**src/rtl/fir_pkg.sv**
```systemverilog
// -----------------------------------------------------------------------------
// fir_pkg
// Shared definitions for the 2D FIR filter front end: pixel/address widths,
// kernel size, the line-buffer controller state encoding and a saturating
// increment helper for 16-bit event counters.
// -----------------------------------------------------------------------------
package fir_pkg;

    localparam int PIX_W     = 8;   // pixel width
    localparam int KERNEL    = 3;   // window is KERNEL x KERNEL
    localparam int LB_ADDR_W = 11;  // line-buffer address width (dp_bram)
    localparam int ROW_W     = 11;  // row counter width
    localparam int STAT_W    = 16;  // statistics counter width

    // Frame sequencing states of the line-buffer controller.
    typedef enum logic [1:0] {
        IDLE = 2'd0,   // waiting for a start-of-frame beat
        FILL = 2'd1,   // rows 0..KERNEL-2: buffers filling, no windows
        RUN  = 2'd2,   // rows KERNEL-1..IMG_H-1: windows produced
        DONE = 2'd3    // one cycle after the last pixel of a frame
    } state_t;

    // Increment that sticks at all-ones instead of wrapping.
    function automatic logic [STAT_W-1:0] sat_inc(input logic [STAT_W-1:0] v);
        return (v == {STAT_W{1'b1}}) ? v : v + STAT_W'(1);
    endfunction

endpackage

```
**src/rtl/lbc_pos_cnt.sv**
```systemverilog
// -----------------------------------------------------------------------------
// lbc_pos_cnt
// Raster position tracker for the line-buffer controller. Holds the position
// of the next pixel expected in the frame and presents the position of the
// beat currently offered: (0,0) when that beat carries start-of-frame,
// otherwise the held position. Advancing wraps the column at IMG_W-1 into
// the next row and wraps the whole frame back to (0,0) after the last pixel.
//
// Ports:
//   clk, rst_n  : clock, asynchronous active-low reset
//   adv         : a pixel at beat_col/beat_row is being written this cycle
//   sof         : the offered beat is a start-of-frame (reloads to 0,0)
//   beat_col    : column of the offered beat
//   beat_row    : row of the offered beat
//   col_end     : beat is the last column of its line
//   last        : beat is the last pixel of the frame
// -----------------------------------------------------------------------------
module lbc_pos_cnt
    import fir_pkg::*;
#(
    parameter int IMG_W  = 1920,
    parameter int IMG_H  = 1080,
    parameter int ADDR_W = LB_ADDR_W
) (
    input  logic              clk,
    input  logic              rst_n,
    input  logic              adv,
    input  logic              sof,
    output logic [ADDR_W-1:0] beat_col,
    output logic [ROW_W-1:0]  beat_row,
    output logic              col_end,
    output logic              last
);

    logic [ADDR_W-1:0] col_q;
    logic [ROW_W-1:0]  row_q;

    // A start-of-frame beat is always pixel (0,0), whatever was held.
    assign beat_col = sof ? '0 : col_q;
    assign beat_row = sof ? '0 : row_q;

    assign col_end = (beat_col == ADDR_W'(IMG_W - 1));
    assign last    = col_end && (beat_row == ROW_W'(IMG_H - 1));

    always_ff @(posedge clk or negedge rst_n) begin
        if (!rst_n) begin
            col_q <= '0;
            row_q <= '0;
        end else if (adv) begin
            if (last) begin
                col_q <= '0;
                row_q <= '0;
            end else if (col_end) begin
                col_q <= '0;
                row_q <= beat_row + ROW_W'(1);
            end else begin
                col_q <= beat_col + ADDR_W'(1);
                row_q <= beat_row;
            end
        end
    end

endmodule

```
**src/rtl/line_buf_ctrl.sv**
```systemverilog
// -----------------------------------------------------------------------------
// line_buf_ctrl
// Sequences the two line buffers feeding the 3x3 window of the 2D FIR core.
// Buffer 0 stores the incoming line; buffer 1 stores the line read out of
// buffer 0. Both buffers are read-first dual-port RAMs whose two ports share
// one address, so a single write also returns the previous line's pixel at
// that column one cycle later.
//
// Handshake: a beat transfers in a cycle where in_valid && in_ready. in_ready
// is low only during the single DONE cycle after the last pixel of a frame;
// in_valid may drop at any time and no beat then occurs. There is no
// backpressure from the filter core: every flagged window column is consumed
// the cycle it is presented.
//
// Timing of a pixel (c, r) accepted in cycle T:
//   T   : lb0_we=1, lb0_addr=c, lb0_din=pixel  (lb0 dout_b at T+1 = row r-1)
//   T+1 : lb1_we=1, lb1_addr=c                (lb1 dout at T+2 = row r-2)
//         pix_d=pixel, win_valid=(r>=2 && c>=2), col=c, row=r
// The core registers pix_d and lb0 dout once more to line up with lb1 dout.
//
// Ports:
//   clk, rst_n           : clock, asynchronous active-low reset
//   in_valid/in_ready    : input beat handshake
//   in_sof, in_data      : start-of-frame marker and pixel value
//   lb0_we/addr/din      : buffer 0 write enable, shared address, write data
//   lb1_we/addr          : buffer 1 write enable, shared address
//                          (buffer 1 write data is buffer 0 dout_b)
//   pix_d                : in_data aligned with buffer 0 dout_b
//   win_valid, col, row  : newest window column is valid, and its position
//   frame_done           : one-cycle pulse after the last pixel of a frame
//   resync               : one-cycle pulse when in_sof arrives mid-frame
//
// Optional build macro LINE_BUF_CTRL_STATS_EN adds drop_cnt (IDLE beats
// discarded) and resync_cnt (mid-frame start-of-frame events), both 16-bit
// saturating and cleared only by rst_n.
// -----------------------------------------------------------------------------
module line_buf_ctrl
    import fir_pkg::*;
#(
    parameter int IMG_W  = 1920,
    parameter int IMG_H  = 1080,
    parameter int ADDR_W = LB_ADDR_W
) (
    input  logic              clk,
    input  logic              rst_n,
    input  logic              in_valid,
    output logic              in_ready,
    input  logic              in_sof,
    input  logic [PIX_W-1:0]  in_data,
    output logic              lb0_we,
    output logic [ADDR_W-1:0] lb0_addr,
    output logic [PIX_W-1:0]  lb0_din,
    output logic              lb1_we,
    output logic [ADDR_W-1:0] lb1_addr,
    output logic [PIX_W-1:0]  pix_d,
    output logic              win_valid,
    output logic [ADDR_W-1:0] col,
    output logic [ROW_W-1:0]  row,
    output logic              frame_done,
    output logic              resync
`ifdef LINE_BUF_CTRL_STATS_EN
    ,
    output logic [STAT_W-1:0] drop_cnt,
    output logic [STAT_W-1:0] resync_cnt
`endif
);

    state_t state;
    state_t state_nxt;

    logic              beat;       // handshake completes this cycle
    logic              sof_beat;   // the beat carries start-of-frame
    logic              mid_frame;  // a frame is in progress
    logic              wr;         // the beat is written as a frame pixel
    logic              mid_sof;    // start-of-frame interrupting a frame
    logic              pos_last;
    logic              pos_col_end;
    logic [ADDR_W-1:0] beat_col;
    logic [ROW_W-1:0]  beat_row;
    logic              win_now;

    assign in_ready  = (state != DONE);
    assign beat      = in_valid && in_ready;
    assign sof_beat  = beat && in_sof;
    assign mid_frame = (state == FILL) || (state == RUN);
    // In IDLE only a start-of-frame beat opens a frame; others are dropped.
    assign wr        = beat && (in_sof || mid_frame);
    assign mid_sof   = sof_beat && mid_frame;

    lbc_pos_cnt #(
        .IMG_W  (IMG_W),
        .IMG_H  (IMG_H),
        .ADDR_W (ADDR_W)
    ) u_pos_cnt (
        .clk      (clk),
        .rst_n    (rst_n),
        .adv      (wr),
        .sof      (sof_beat),
        .beat_col (beat_col),
        .beat_row (beat_row),
        .col_end  (pos_col_end),
        .last     (pos_last)
    );

    // Buffer 0 is driven in the cycle of the beat so its read-first port
    // returns the previous line's pixel at the same column one cycle later.
    assign lb0_we   = wr;
    assign lb0_addr = beat_col;
    assign lb0_din  = in_data;

    // A window column exists once KERNEL-1 earlier rows and columns exist.
    // Gating on the beat's own position (reloaded to 0,0 on start-of-frame)
    // keeps stale buffer contents from ever being flagged after a resync.
    assign win_now = wr
                  && (beat_row >= ROW_W'(KERNEL - 1))
                  && (beat_col >= ADDR_W'(KERNEL - 1));

    // ------------------------------------------------------------------
    // Frame state machine
    // ------------------------------------------------------------------
    always_ff @(posedge clk or negedge rst_n) begin
        if (!rst_n) begin
            state <= IDLE;
        end else begin
            state <= state_nxt;
        end
    end

    always_comb begin
        state_nxt = state;
        case (state)
            IDLE: begin
                if (wr) begin
                    state_nxt = FILL;
                end
            end
            FILL, RUN: begin
                if (wr) begin
                    if (in_sof) begin
                        state_nxt = FILL;
                    end else if (pos_last) begin
                        state_nxt = DONE;
                    end else if (pos_col_end &&
                                 (beat_row == ROW_W'(KERNEL - 2))) begin
                        state_nxt = RUN;
                    end
                end
            end
            DONE: begin
                state_nxt = IDLE;
            end
            default: begin
                state_nxt = IDLE;
            end
        endcase
    end

    assign frame_done = (state == DONE);

    // ------------------------------------------------------------------
    // T+1 outputs: buffer 1 write, aligned pixel, window flag and position.
    // These complete for the previous beat even if the current beat resyncs.
    // ------------------------------------------------------------------
    always_ff @(posedge clk or negedge rst_n) begin
        if (!rst_n) begin
            lb1_we    <= 1'b0;
            lb1_addr  <= '0;
            pix_d     <= '0;
            win_valid <= 1'b0;
            col       <= '0;
            row       <= '0;
            resync    <= 1'b0;
        end else begin
            lb1_we    <= wr;
            win_valid <= win_now;
            resync    <= mid_sof;
            if (wr) begin
                lb1_addr <= beat_col;
                pix_d    <= in_data;
                col      <= beat_col;
                row      <= beat_row;
            end
        end
    end

`ifdef LINE_BUF_CTRL_STATS_EN
    // ------------------------------------------------------------------
    // Event statistics
    // ------------------------------------------------------------------
    logic idle_drop;
    assign idle_drop = beat && !in_sof && (state == IDLE);

    always_ff @(posedge clk or negedge rst_n) begin
        if (!rst_n) begin
            drop_cnt   <= '0;
            resync_cnt <= '0;
        end else begin
            if (idle_drop) begin
                drop_cnt <= sat_inc(drop_cnt);
            end
            if (mid_sof) begin
                resync_cnt <= sat_inc(resync_cnt);
            end
        end
    end
`endif

endmodule

```
**config.mk**
```make
export PLATFORM = sky130hd
export DESIGN_NAME = line_buf_ctrl
export DESIGN_NICKNAME = d
export VERILOG_FILES = /design/src/rtl/fir_pkg.sv /design/src/rtl/lbc_pos_cnt.sv /design/src/rtl/line_buf_ctrl.sv
export SDC_FILE = /design/constraint.sdc
export NUM_CORES = 1
export LEC_CHECK = 0
export ABC_AREA = 1
export CAP_MARGIN = 40
export CELL_PAD_IN_SITES_DETAIL_PLACEMENT = 1
export CELL_PAD_IN_SITES_GLOBAL_PLACEMENT = 2
export CORE_ASPECT_RATIO = 1.4
export CORE_MARGIN = 2
export CORE_UTILIZATION = 28
export DETAILED_ROUTE_END_ITERATION = 6
export HOLD_SLACK_MARGIN = 0.08
export PLACE_DENSITY_LB_ADDON = 0.2
export SETUP_SLACK_MARGIN = 0.4
export SLEW_MARGIN = 20
export SYNTH_ARGS = -nofsm -noshare
export SYNTH_HDL_FRONTEND = slang
export SYNTH_SLANG_ARGS = --single-unit
```
**constraint.sdc**
```tcl
create_clock -name clk -period 3.1 [get_ports clk]
set_input_delay 0.31 -clock clk [delete_from_list [all_inputs] [get_ports clk]]
set_output_delay 0.31 -clock clk [all_outputs]
set_load 0.01 [all_outputs]
```
Word-level counts from Yosys, hierarchy flattened
Index checks and enable logic that the tools add are counted.

Register bits after elaboration: 57. Input bits: 12. Output and inout port bits: 66. Logic and storage cells: 48.

Add/sub/neg operators: 2. Order comparisons: 2. Equal/unequal tests: 10. Muxes and demuxes: 12. Reduce and logical (&&, ||, !) cells: 13.

Operator list (count): two-way mux 11 bit (6); adder 11 x 1 -> 11 bit (second input constant) (2); == test 11 bit (second input constant) (2); greater-or-equal comparator 11 x 2 -> 1 bit (second input constant) (2); == test 11 x 1 -> 1 bit (second input constant) (1); two-way mux 2 bit (5); logical AND 1 bit (8); inequality test 2 bit (second input constant) (3); one-hot mux 2 bit (3 select lines) (1); == test 2 bit (second input constant) (2); inequality test 4 bit (second input constant) (1); AND reduction 3 bit (1); == test 2 x 1 -> 1 bit (second input constant) (1); zero test 2 bit (1); logical OR 1 bit (2); OR reduction 2 bit (1).

Logic depth before layout (Yosys ltp)
Gate-level depths: netlist (run 1).

Word-level depth: 11. Depth in mapped cells: 17. Depth with buffers taken out: 15.

Cells and area by module
Synthesis (run 1) repeated with hierarchy kept, for this count alone.

Cells, all modules: 435. Area total of the unflattened synthesis: 3362.0 um^2.

Modules (own cells, without submodules): lbc_pos_cnt (instances 1, cells each 242, area an instance 1700.4 um^2, sequential area each 550.5 um^2); line_buf_ctrl (instances 1, cells each 193, area an instance 1661.6 um^2, sequential area each 875.8 um^2).

Least setup slack after synthesis (run 1)
Ideal clock, no wire load.

Kind: flip-flop to flip-flop. Start: register state[0]. End: register u_pos_cnt.row_q[7]. Setup time: 0.117 ns. Arrival: 2.405 ns. Required time: 2.983 ns. Slack: 0.578 ns. Stages on the path, launching flop included: 17. Buffers on the path: 3. Period minus slack after synthesis: 2.522 ns. Cell sequence: dfrtp_1 -> ha_1 -> inv_2 -> nand3_4 -> buf_4 -> buf_6 -> nand2_1 -> inv_1 -> ha_1 -> nand4_1 -> nor2_2 -> nand3_2 -> buf_4 -> o21bai_1 -> nand2_1 -> nand2_1 -> nand2_1.

Word-level cells in the longest chain between the ends: 7. Elaborated cells on any way between the ends: 16. Classes of those cells: add/sub (1); eq/ne (5); mux (4); reduce/logical (6).

RTL lines: from (decl) (line line_buf_ctrl.sv:68) `state_t state;`; from (signal assigned) (line line_buf_ctrl.sv:125) `state <= state_nxt;`; inequality test 2 bit (*) (line line_buf_ctrl.sv:82) `assign in_ready = (state != DONE);`; net in_ready (line line_buf_ctrl.sv:47) `output logic in_ready,`; logical AND 1 bit (*) (line line_buf_ctrl.sv:83) `assign beat = in_valid && in_ready;`; logical AND 1 bit (*) (line line_buf_ctrl.sv:84) `assign sof_beat = beat && in_sof;`; two-way mux 11 bit (*) (line lbc_pos_cnt.sv:39) `assign beat_col = sof ? '0 : col_q;`; net lb0_addr[0] (line line_buf_ctrl.sv:51) `output logic [ADDR_W-1:0] lb0_addr,`; == test 11 bit (*) (line lbc_pos_cnt.sv:42) `assign col_end = (beat_col == ADDR_W'(IMG_W - 1));`; two-way mux 11 bit or logical AND 1 bit (tied branches) (line lbc_pos_cnt.sv:53, lbc_pos_cnt.sv:43); two-way mux 11 bit (*) (line lbc_pos_cnt.sv:50) `if (last) begin`; to (signal assigned) (line lbc_pos_cnt.sv:55) `row_q <= beat_row + ROW_W'(1);`; to (signal assigned) (line lbc_pos_cnt.sv:58) `row_q <= beat_row;`; to (decl) (line lbc_pos_cnt.sv:36) `logic [ROW_W-1:0] row_q;`.

Mark *: on every way through the listed nets, which the timed path passes. The rest lies on a longest branch. A chain may end at the register's enable or synchronous reset.

Worst setup path in the final report (run 1)
Start: register state[0]. End: output port lb0_addr[6].

Word-level cells in the longest chain between the ends: 4.

RTL lines (line): inequality test 2 bit (line_buf_ctrl.sv:82); logical AND 1 bit (line_buf_ctrl.sv:83); logical AND 1 bit (line_buf_ctrl.sv:84); two-way mux 11 bit (lbc_pos_cnt.sv:39); to (decl) (line_buf_ctrl.sv:51).

No other way between the ends.

==> flow_metrics.env, run 1 <==
export IMPL_dpl_hpwl_mm=7.087
export IMPL_critPathLaunchType="flip-flop"
export IMPL_rsz0062_at_grt="true"
export IMPL_worstSetupPathType="flip-flop to output pin"
export IMPL_postSynthCellCount=407
export IMPL_routed_top_layer="met4"
export IMPL_reg2reg_depth=13
export IMPL_drt_iter0_markers=105
export IMPL_area_growth_pct=35.66
export IMPL_synth_area_per_cell_um2=7.784
export IMPL_synth_top_area_cell="dfrtp_1"
export IMPL_synth_cell_types=26
export IMPL_ys_seq_area_share_pct=45.02
export IMPL_synth_area_leaders="dfrtp_1, nand2_1, o21ai_0"
export IMPL_status="completed"
export IMPL_crit_fanout=12
export IMPL_hold_class="primary input to async pin"
export IMPL_die_h_um=129.9
export IMPL_n_antenna_cell=0
export IMPL_worstPathArrival_ns=2.31
export IMPL_cts_tree="built"
export IMPL_finalSetupViolations=0
export IMPL_fill_cells=1369
export IMPL_yosysWarnings=0
export IMPL_synthArstFlopShare_pct=100.0
export IMPL_core_um2=11170
export IMPL_max_freq_mhz=382.0
export IMPL_grt_max_degree=73
export IMPL_initial_core_util_pct=28.37
export IMPL_vias_per_cell=4.711
export IMPL_synth_top_area_share_pct=45.02
export IMPL_synth_edff_count=0
export IMPL_layout_common_cells="nand2_1, clkdlybuf4s50_1, dfrtp_1"
export IMPL_m1WireLength_mm=3.834
export IMPL_antenna_found_initial=0
export IMPL_numPortBuffers=77
export IMPL_leakagePower_nw=2.014
export IMPL_ant_nets=0
export IMPL_drtPass1Iterations=4
export IMPL_power_density_nw_per_um2=690.3
export IMPL_cap_violations=0
export IMPL_pin_count=78
export IMPL_tightest_slew_ns=0.3079
export IMPL_dieArea_um2=12190
export IMPL_drc=0
export IMPL_synth_top_flop_cell="dfrtp_1"
export IMPL_grt_pass1_wl_mm=15.70
export IMPL_tns_ns=0
export IMPL_synth_seq_cells=57
export IMPL_endpoint_kind="output pin"
export IMPL_grt_pass1_vias=3077
export IMPL_slew_headroom_pct=79.26
export IMPL_synth_cell_area_um2=3168
export IMPL_root_buffer="clkbuf_16"
export IMPL_required_ns=2.79
export IMPL_timing_rr_start="state[0]"
export IMPL_fp_row_count=46
export IMPL_wl_per_cell_um=15.55
export IMPL_numCtsBuffers=9
export IMPL_fin_crit_sh_pct=84.45
export IMPL_via_count=2930
export IMPL_nets=495
export IMPL_hold_violations=0
export IMPL_vdd_drop_max_mv=0.3066
export IMPL_clock_path_buffers=2
export IMPL_slew_viol_final=0
export IMPL_grt_overflow=0
export IMPL_timing_rr_end="u_pos_cnt.row_q[10]"
export IMPL_wl_met3_um=385
export IMPL_cts_sinks=57
export IMPL_period_minus_slack_ns=2.618
export IMPL_grt_total_usage_pct=16.84
export IMPL_r2r_setup_slack_ns=0.59
export IMPL_cts_htree_levels=3
export IMPL_finClkSkew_ns=0.007931
export IMPL_clk_pin_slew_ns=0.05
export IMPL_p_total_w=0.002967
export IMPL_synth_nets=427
export IMPL_clkLatencyLatePin_ns=0.33
export IMPL_gp_congestion=0.8044
export IMPL_dr_wl_met2_mm=5.146
export IMPL_final_common_cell="nand2_1"
export IMPL_dieWidth_um=93.90
export IMPL_drive_gt1_share_pct=11.92
export IMPL_wl_mm=9.671
## through the flow
step | cell area, um2 | hold WS (ns) | cells | setup WS, ns | util, %
finish | 4298 | 0.4044 | 622 | 0.4820 | 38.49
global route | 4298 | 0.4213 | 622 | 0.3441 | 38.49
CTS | 4209 | 0.1772 | 616 | 0.4247 | 37.70
detailed placement | 3955 | 0.4646 | 602 | 0.2239 | 35.42
global placement | 3955 | 0.4611 | 602 | 0.3969 | 35.42
floorplan | 3168 | 0.01441 | 407 | 0.5779 | -
## power breakdown
part	switching, W	internal (W)	total, W	leakage, nW
Clock	0.000342	0.000526	0.000868	0.124
Sequential	0.0000842	0.000874	0.000958	0.770
Combinational	0.000673	0.000468	0.00114	1.12
Total	0.00110	0.00187	0.00297	2.01
## worst max path at each step
stage	startpoint	end	depth (start not counted)
floorplan	state[0]	u_pos_cnt.row_q[7]	16
global route	state[0]	u_pos_cnt.row_q[10]	13
finish	state[0]	lb0_addr[6]	7
CTS	state[0]	lb0_addr[8]	7
global placement	in_sof	u_pos_cnt.row_q[10]	12
detailed placement	in_sof	u_pos_cnt.row_q[10]	12
## cell usage after synthesis (5+ instances only)
library cell and instances:
ha_1 8, inv_1 27, clkbuf_1 7, o21ai_0 33
nand4_1 6, dfrtp_1 57, inv_2 10, nor2_1 21
nand2_1 135, buf_4 21, nand3_1 32, nor3_1 5
o21ai_1 12, xor2_1 6
## state kept, by name (all words and copies together) (netlist names)
signal and cells:
col 11, lb1_we 1, pix_d 8, resync 1
row 11, state 2, u_pos_cnt.col_q 11, u_pos_cnt.row_q 11
win_valid 1
## worst max-delay path, stage by stage, from the launching register on
cell,delay [ns]
dfrtp_1,0.38
ha_1,0.19
inv_2,0.07
nand3_4,0.13
buf_4,0.25
nand2_2,0.16
inv_1,0.22
clkdlybuf4s50_1,0.58
## layout make-up
class | instances | area (um2) | share of cell area, %
Clock buffer | 10 | 229.0 | 5.328
Clock inverter | 4 | 22.52 | 0.5240
Inverter | 37 | 138.9 | 3.231
Multi-Input combinational cell | 281 | 1410 | 32.81
Sequential cell | 57 | 1426 | 33.19
Tap cell | 144 | 180.2 | 4.192
Timing Repair Buffer | 89 | 890.9 | 20.73
## cell families after synthesis
kind of cell,share of synthesized area (%)
AO/OA/AOI/OAI,8.728
XOR/XNOR,1.659
adder cells (fa/ha/maj),3.160
buffers and inverters,11.22
flip-flops,45.02
AND/OR/NAND/NOR,30.21
## per-layer routing
| metal | track usage [%] | vias to the layer above |
|---|---|---|
| met4 | 7.417 | 0 |
| li1 | - | 1429 |
| met2 | 30.38 | 71 |
| met3 | 4.503 | 20 |
| met1 | 18.39 | 1410 |
| met5 | 0 | - |
## what timing repair did
action / in CTS / in global routing
setup endpoints to repair: 1 / 17
hold buffers: 0 / 1
setup buffers: 0 / 4
pin swaps: 0 / 3
endpoints found under the hold margin: 0 / 4
resized for setup: 1 / 7
(Power assumes the default switching activity.)
==> run 2: changes to the inputs <==
--- a/config.mk
+++ b/config.mk
@@ -11,7 +11,7 @@
 export CELL_PAD_IN_SITES_GLOBAL_PLACEMENT = 2
 export CORE_ASPECT_RATIO = 1.4
 export CORE_MARGIN = 2
-export CORE_UTILIZATION = 28
+export CORE_UTILIZATION = 25
 export DETAILED_ROUTE_END_ITERATION = 6
 export HOLD_SLACK_MARGIN = 0.08
 export PLACE_DENSITY_LB_ADDON = 0.2
==> constraint.sdc (replaced) <==
create_clock -name clk -period 2.1 [get_ports clk]
set_input_delay 0.21 -clock clk [delete_from_list [all_inputs] [get_ports clk]]
set_output_delay 0.21 -clock clk [all_outputs]
set_load 0.01 [all_outputs]
==> run 2 against run 1 <==
Net effect:
- the flow now finishes with violations (setup timing)
- clock-buffer cell count stayed put
- via count is 15% higher
- total power is 120% higher
- clock power is 73% higher
- non-clock buffer count is 82 higher
- worst hold slack worse by 0.094 ns
- worst setup slack worse by 0.50 ns
- combinational power grew to 3.0 times the previous value
- critical path type is now flip-flop to flip-flop
- critical endpoint is now u_pos_cnt.col_q[3]
- highest routed layer unchanged
==> flow_metrics.env, run 2 (synthesized netlist as in run 1, its figures left out) <==
export IMPL_period_minus_slack_ns=2.118
export IMPL_pin_count=78
export IMPL_power_density_nw_per_um2=1078
export IMPL_timing_rr_start="state[0]"
export IMPL_nets=577
export IMPL_drc=0
export IMPL_crit_fanout=7
export IMPL_failed_checks="setup timing"
export IMPL_cts_tree="built"
export IMPL_clkLatencyLatePin_ns=0.34
export IMPL_layout_common_cells="nand2_1, clkdlybuf4s50_1, dfrtp_1"
export IMPL_cts_htree_levels=3
export IMPL_grt_pass1_wl_mm=18.66
export IMPL_fin_crit_sh_pct=100.9
export IMPL_cap_violations=0
export IMPL_dieArea_um2=13600
export IMPL_rsz0062_at_grt="true"
export IMPL_dpl_hpwl_mm=8.218
export IMPL_area_growth_pct=87.36
export IMPL_dieWidth_um=99.14
export IMPL_fill_cells=1399
export IMPL_fp_row_count=48
export IMPL_slew_headroom_pct=64.52
export IMPL_cts_sinks=57
export IMPL_drt_iter0_markers=92
export IMPL_die_h_um=137.2
export IMPL_max_freq_mhz=472.1
export IMPL_hold_class="primary input to async pin"
export IMPL_via_count=3384
export IMPL_final_common_cell="nand2_1"
export IMPL_grt_max_degree=46
export IMPL_hold_violations=0
export IMPL_status="complete, but fails checks"
export IMPL_endpoint_kind="flip-flop"
export IMPL_drive_gt1_share_pct=48.75
export IMPL_vdd_drop_max_mv=0.5058
export IMPL_fin_util_pct=47.98
export IMPL_leakagePower_nw=2.794
export IMPL_wl_mm=12.19
export IMPL_critPathLaunchType="flip-flop"
export IMPL_p_total_w=0.006401
export IMPL_clock_path_buffers=2
export IMPL_numPortBuffers=77
export IMPL_worstSetupPathType="flip-flop to flip-flop"
export IMPL_required_ns=2.32
export IMPL_crit_start="state[0]"
export IMPL_core_um2=12370
export IMPL_numCtsBuffers=9
export IMPL_finalWorstSetupSlack_ns=-0.01816
export IMPL_clk_pin_slew_ns=0.06
export IMPL_finalSetupViolations=3
export IMPL_drtPass1Iterations=4
export IMPL_root_buffer="clkbuf_16"
export IMPL_grt_pass1_vias=3611
export IMPL_vias_per_cell=4.753
export IMPL_antenna_found_initial=0
export IMPL_slew_viol_final=0
export IMPL_gp_congestion=0.7987
export IMPL_finClkSkew_ns=0.007995
export IMPL_worstPathArrival_ns=2.34
export IMPL_wl_per_cell_um=17.12
export IMPL_grt_total_usage_pct=18.00
export IMPL_ant_nets=0
export IMPL_tightest_slew_ns=0.5266
export IMPL_n_antenna_cell=0
export IMPL_initial_core_util_pct=25.61
export IMPL_grt_overflow=0
## run 2: cell types whose count changed in the layout (fill, tap and decap cells not counted), moves of 26 or more
cell     previous run  this run
nand2_2             5        31
o21ai_0            33         7
buf_6               0        29
buf_4               9        53
nand2_1           133        74
nand2_4             0        31
## run 2: area by class of cell
type                       count  area, um2  area share, %
multi-input combinational    281       2056          34.63
inverter                      37      173.9          2.930
clock buffer                  10      229.0          3.858
timing repair buffer         171       1794          30.23
sequential                    57       1426          24.03
clock inverter                 6      68.82          1.159
tap                          150      187.7          3.162
## run 2: timing repair
item / CTS / global route
setup buffers: 18 / 10
hold buffers: 1 / 0
gates resized for setup: 139 / 154
setup endpoints to repair: 68 / 67
hold endpoints to repair: 12 / 0
pin swaps: 29 / 24
gates cloned: 5 / 1
## run 2: worst max-delay path: stages (launching register included)
cell,delay [ns]
dfrtp_1,0.39
ha_4,0.16
inv_4,0.04
nand3_4,0.12
nand2_4,0.08
inv_4,0.07
ha_4,0.13
nand4_1,0.15
nor2_2,0.22
nand3_4,0.17
buf_8,0.19
buf_6,0.12
nand2_8,0.09
o22ai_2,0.07
## run 2: layer usage
metal	vias up	global-route usage, %	routed length, um
met5	-	0	0
met3	28	3.146	352
li1	1592	-	-
met2	75	35.51	7114
met4	0	7.458	329
met1	1689	18.36	4394
## run 2: through the flow
stage | hold WS (ns) | TNS [ns] | setup WS (ns) | area (um2) | instances
after floorplan | -0.08559 | -0.9692 | -0.1229 | 3241 | 407
after global placement | 0.1400 | -2.468 | -0.1878 | 4473 | 661
after detailed placement | 0.1418 | -3.886 | -0.2948 | 4473 | 661
after CTS | 0.3188 | 0 | 0.0005413 | 5331 | 701
after global routing | 0.3298 | -1.919 | -0.1465 | 5936 | 712
final | 0.3099 | -0.02964 | -0.01816 | 5936 | 712
## run 2: path summary, 6_finish.rpt
path / to / cells past startpoint / slack (ns)
max: u_pos_cnt.col_q[3] / 13 / -0.02
min: col[5] / 2 / 0.31
max reg2reg: u_pos_cnt.col_q[3] / 13 / -0.02
min reg2reg: pix_d[2] / 2 / 0.48
max in group asynchronous: state[1] / 3 / 1.22
min in group clk: pix_d[6] / 3 / 0.44
## run 2: where the power goes
group          leakage, nW  switching (W)  internal (W)
sequential           0.770       0.000189       0.00129
clock                0.143       0.000578      0.000922
combinational         1.88        0.00166       0.00176
==> run 3: changes to the inputs <==
--- a/config.mk
+++ b/config.mk
@@ -10,8 +10,8 @@
 export CELL_PAD_IN_SITES_DETAIL_PLACEMENT = 1
 export CELL_PAD_IN_SITES_GLOBAL_PLACEMENT = 2
 export CORE_ASPECT_RATIO = 1.4
-export CORE_MARGIN = 2
 export CORE_UTILIZATION = 25
+export CTS_CLUSTER_SIZE = 20
 export DETAILED_ROUTE_END_ITERATION = 6
 export HOLD_SLACK_MARGIN = 0.08
 export PLACE_DENSITY_LB_ADDON = 0.2
==> run 3 against run 2 <==
Net effect:
- the run still ends with setup timing left
- critical path depth increased by 2
- sequential power decreased by 3%
- combinational power about the same
- largest cell class is now non-clock buffers
- highest routed layer unchanged
- die area decreased by 3.4%
- non-clock buffer count increased by 23
- total power about the same
- clock skew decreased by 0.0019 ns
- register-to-register slack got worse by 0.04 ns
- wire length increased by 10%
- critical path type unchanged
==> flow_metrics.env, run 3 (synthesized netlist as in run 1, its figures left out) <==
export IMPL_dieArea_um2=13130
export IMPL_leakagePower_nw=2.782
export IMPL_tightest_slew_ns=0.4102
export IMPL_finClkSkew_ns=0.006072
export IMPL_cts_sinks=57
export IMPL_finalSetupViolations=12
export IMPL_worstSetupPathType="flip-flop to flip-flop"
export IMPL_timing_rr_end="u_pos_cnt.row_q[4]"
export IMPL_power_density_nw_per_um2=1074
export IMPL_ant_nets=0
export IMPL_hold_violations=0
export IMPL_clkLatencyLatePin_ns=0.33
export IMPL_dieWidth_um=97.14
export IMPL_timing_rr_start="state[1]"
export IMPL_multi_input_area_um2=1856
export IMPL_critPathSlowestCell="dfrtp_1"
export IMPL_grt_overflow=0
export IMPL_slew_viol_final=0
export IMPL_crit_family="simple AND/OR/NAND/NOR gates"
export IMPL_vias_per_cell=4.722
export IMPL_wl_mm=13.41
export IMPL_status="complete, but fails checks"
export IMPL_r2r_setup_slack_ns=-0.06
export IMPL_drc=0
export IMPL_endpoint_kind="flip-flop"
export IMPL_cts_htree_levels=3
export IMPL_critPathLaunchType="flip-flop"
export IMPL_p_total_w=0.006400
export IMPL_reg2reg_depth=15
export IMPL_fin_cells=735
export IMPL_n_antenna_cell=0
export IMPL_drtPass1Iterations=4
export IMPL_fin_crit_sh_pct=103.0
export IMPL_fin_util_pct=48.15
export IMPL_grt_pass1_wl_mm=19.73
export IMPL_area_growth_pct=88.03
export IMPL_root_buffer="clkbuf_16"
export IMPL_clk_pin_slew_ns=0.06
export IMPL_cts_tree="built"
export IMPL_fill_cells=1420
export IMPL_worstPathArrival_ns=2.41
export IMPL_numCtsBuffers=9
export IMPL_finalWorstSetupSlack_ns=-0.06211
export IMPL_hold_class="primary input to async pin"
export IMPL_worst_path_stages=15
export IMPL_drive_gt1_share_pct=44.44
export IMPL_cap_violations=0
export IMPL_antenna_found_initial=0
export IMPL_drt_iter0_markers=113
export IMPL_dp_cells=660
export IMPL_initial_core_util_pct=25.61
export IMPL_fp_row_count=48
export IMPL_via_count=3471
export IMPL_core_um2=12370
export IMPL_grt_pass1_vias=3796
export IMPL_vdd_drop_max_mv=0.5448
export IMPL_layout_common_cells="nand2_1, buf_4, clkdlybuf4s50_1"
export IMPL_seq_area_um2=1426
export IMPL_period_minus_slack_ns=2.162
export IMPL_max_stage_delay_ns=0.40
export IMPL_grt_max_degree=23
export IMPL_numPortBuffers=77
export IMPL_crit_fanout=5
export IMPL_final_common_cell="nand2_1"
export IMPL_crit_chain="ha_4, inv_4, nand3_4, buf_6, buf_6, buf_4, nand3_1, nor2_2, nand2_4, nor2_4, buf_12, inv_6, nand2_4, nand2_2, o21ai_2"
export IMPL_path_buf_inv=6
export IMPL_pin_count=78
export IMPL_die_h_um=135.2
export IMPL_wl_per_cell_um=18.25
export IMPL_endpoint="u_pos_cnt.row_q[4]"
export IMPL_dpl_hpwl_mm=7.976
export IMPL_fin_area_um2=5957
export IMPL_nets=600
export IMPL_slew_headroom_pct=72.65
export IMPL_grt_total_usage_pct=19.57
export IMPL_failed_checks="setup timing"
export IMPL_max_freq_mhz=462.5
export IMPL_place_area_um2=4441
export IMPL_crit_start="state[1]"
export IMPL_clock_path_buffers=2
export IMPL_gp_congestion=0.8351
export IMPL_rsz0062_at_grt="true"
export IMPL_required_ns=2.35
export IMPL_holdWs_ns=0.3491
## run 3: cell types whose count changed in the layout (fill, tap and decap cells not counted), sizes merged
cell | previous run | this run
buf | 103 | 126
clkdlybuf4s15 | 1 | 0
bufinv | 1 | 2
clkbuf | 11 | 14
clkinv | 5 | 4
clkdlybuf4s50 | 63 | 62
dlygate4sd2 | 2 | 1
## run 3: worst min path at each step
stage / endpoint / slack (ns) / cells past startpoint
final: col[5] / 0.35 / 2
after detailed placement: col[4] / 0.17 / 1
after floorplan: col[0] / -0.09 / 0
after global placement: col[1] / 0.17 / 1
after global routing: col[6] / 0.40 / 2
after CTS: col[4] / 0.36 / 2
## run 3: routing by layer
metal  up-vias  track usage, %  share of wire (%)
li1       1637               -                  -
met1      1721           19.95                 36
met2        84           38.65                 58
met3        29           3.302                3.0
met4         0           8.541                3.5
met5         -               0                  0
## run 3: what timing repair did
item | 4_1_cts | 5_1_grt
pin swaps | 29 | 37
resized for setup | 147 | 89
setup buffers | 32 | 18
gates cloned | 3 | 5
endpoints found under the hold margin | 16 | 0
hold buffers | 1 | 0
setup endpoints to repair | 69 | 68
## run 3: through the flow
step / worst slack [ns] / setup TNS [ns]
floorplan: -0.1229 / -0.9692
global placement: -0.1637 / -2.345
detailed placement: -0.2475 / -3.436
CTS: 0.0001841 / 0
global route: -0.1600 / -1.984
finish: -0.06211 / -0.2980
## run 3: area by class of cell
cell class / count / area share, %
timing repair buffer: 194 / 33.44
multi-input combinational: 281 / 31.15
sequential: 57 / 23.94
clock buffer: 10 / 3.844
tap: 150 / 3.151
inverter: 37 / 3.088
clock inverter: 6 / 1.386
## run 3: power breakdown
| group | switching [W] | internal (W) |
|---|---|---|
| Combinational | 0.00163 | 0.00176 |
| Sequential | 0.000149 | 0.00129 |
| Clock | 0.000538 | 0.00103 |
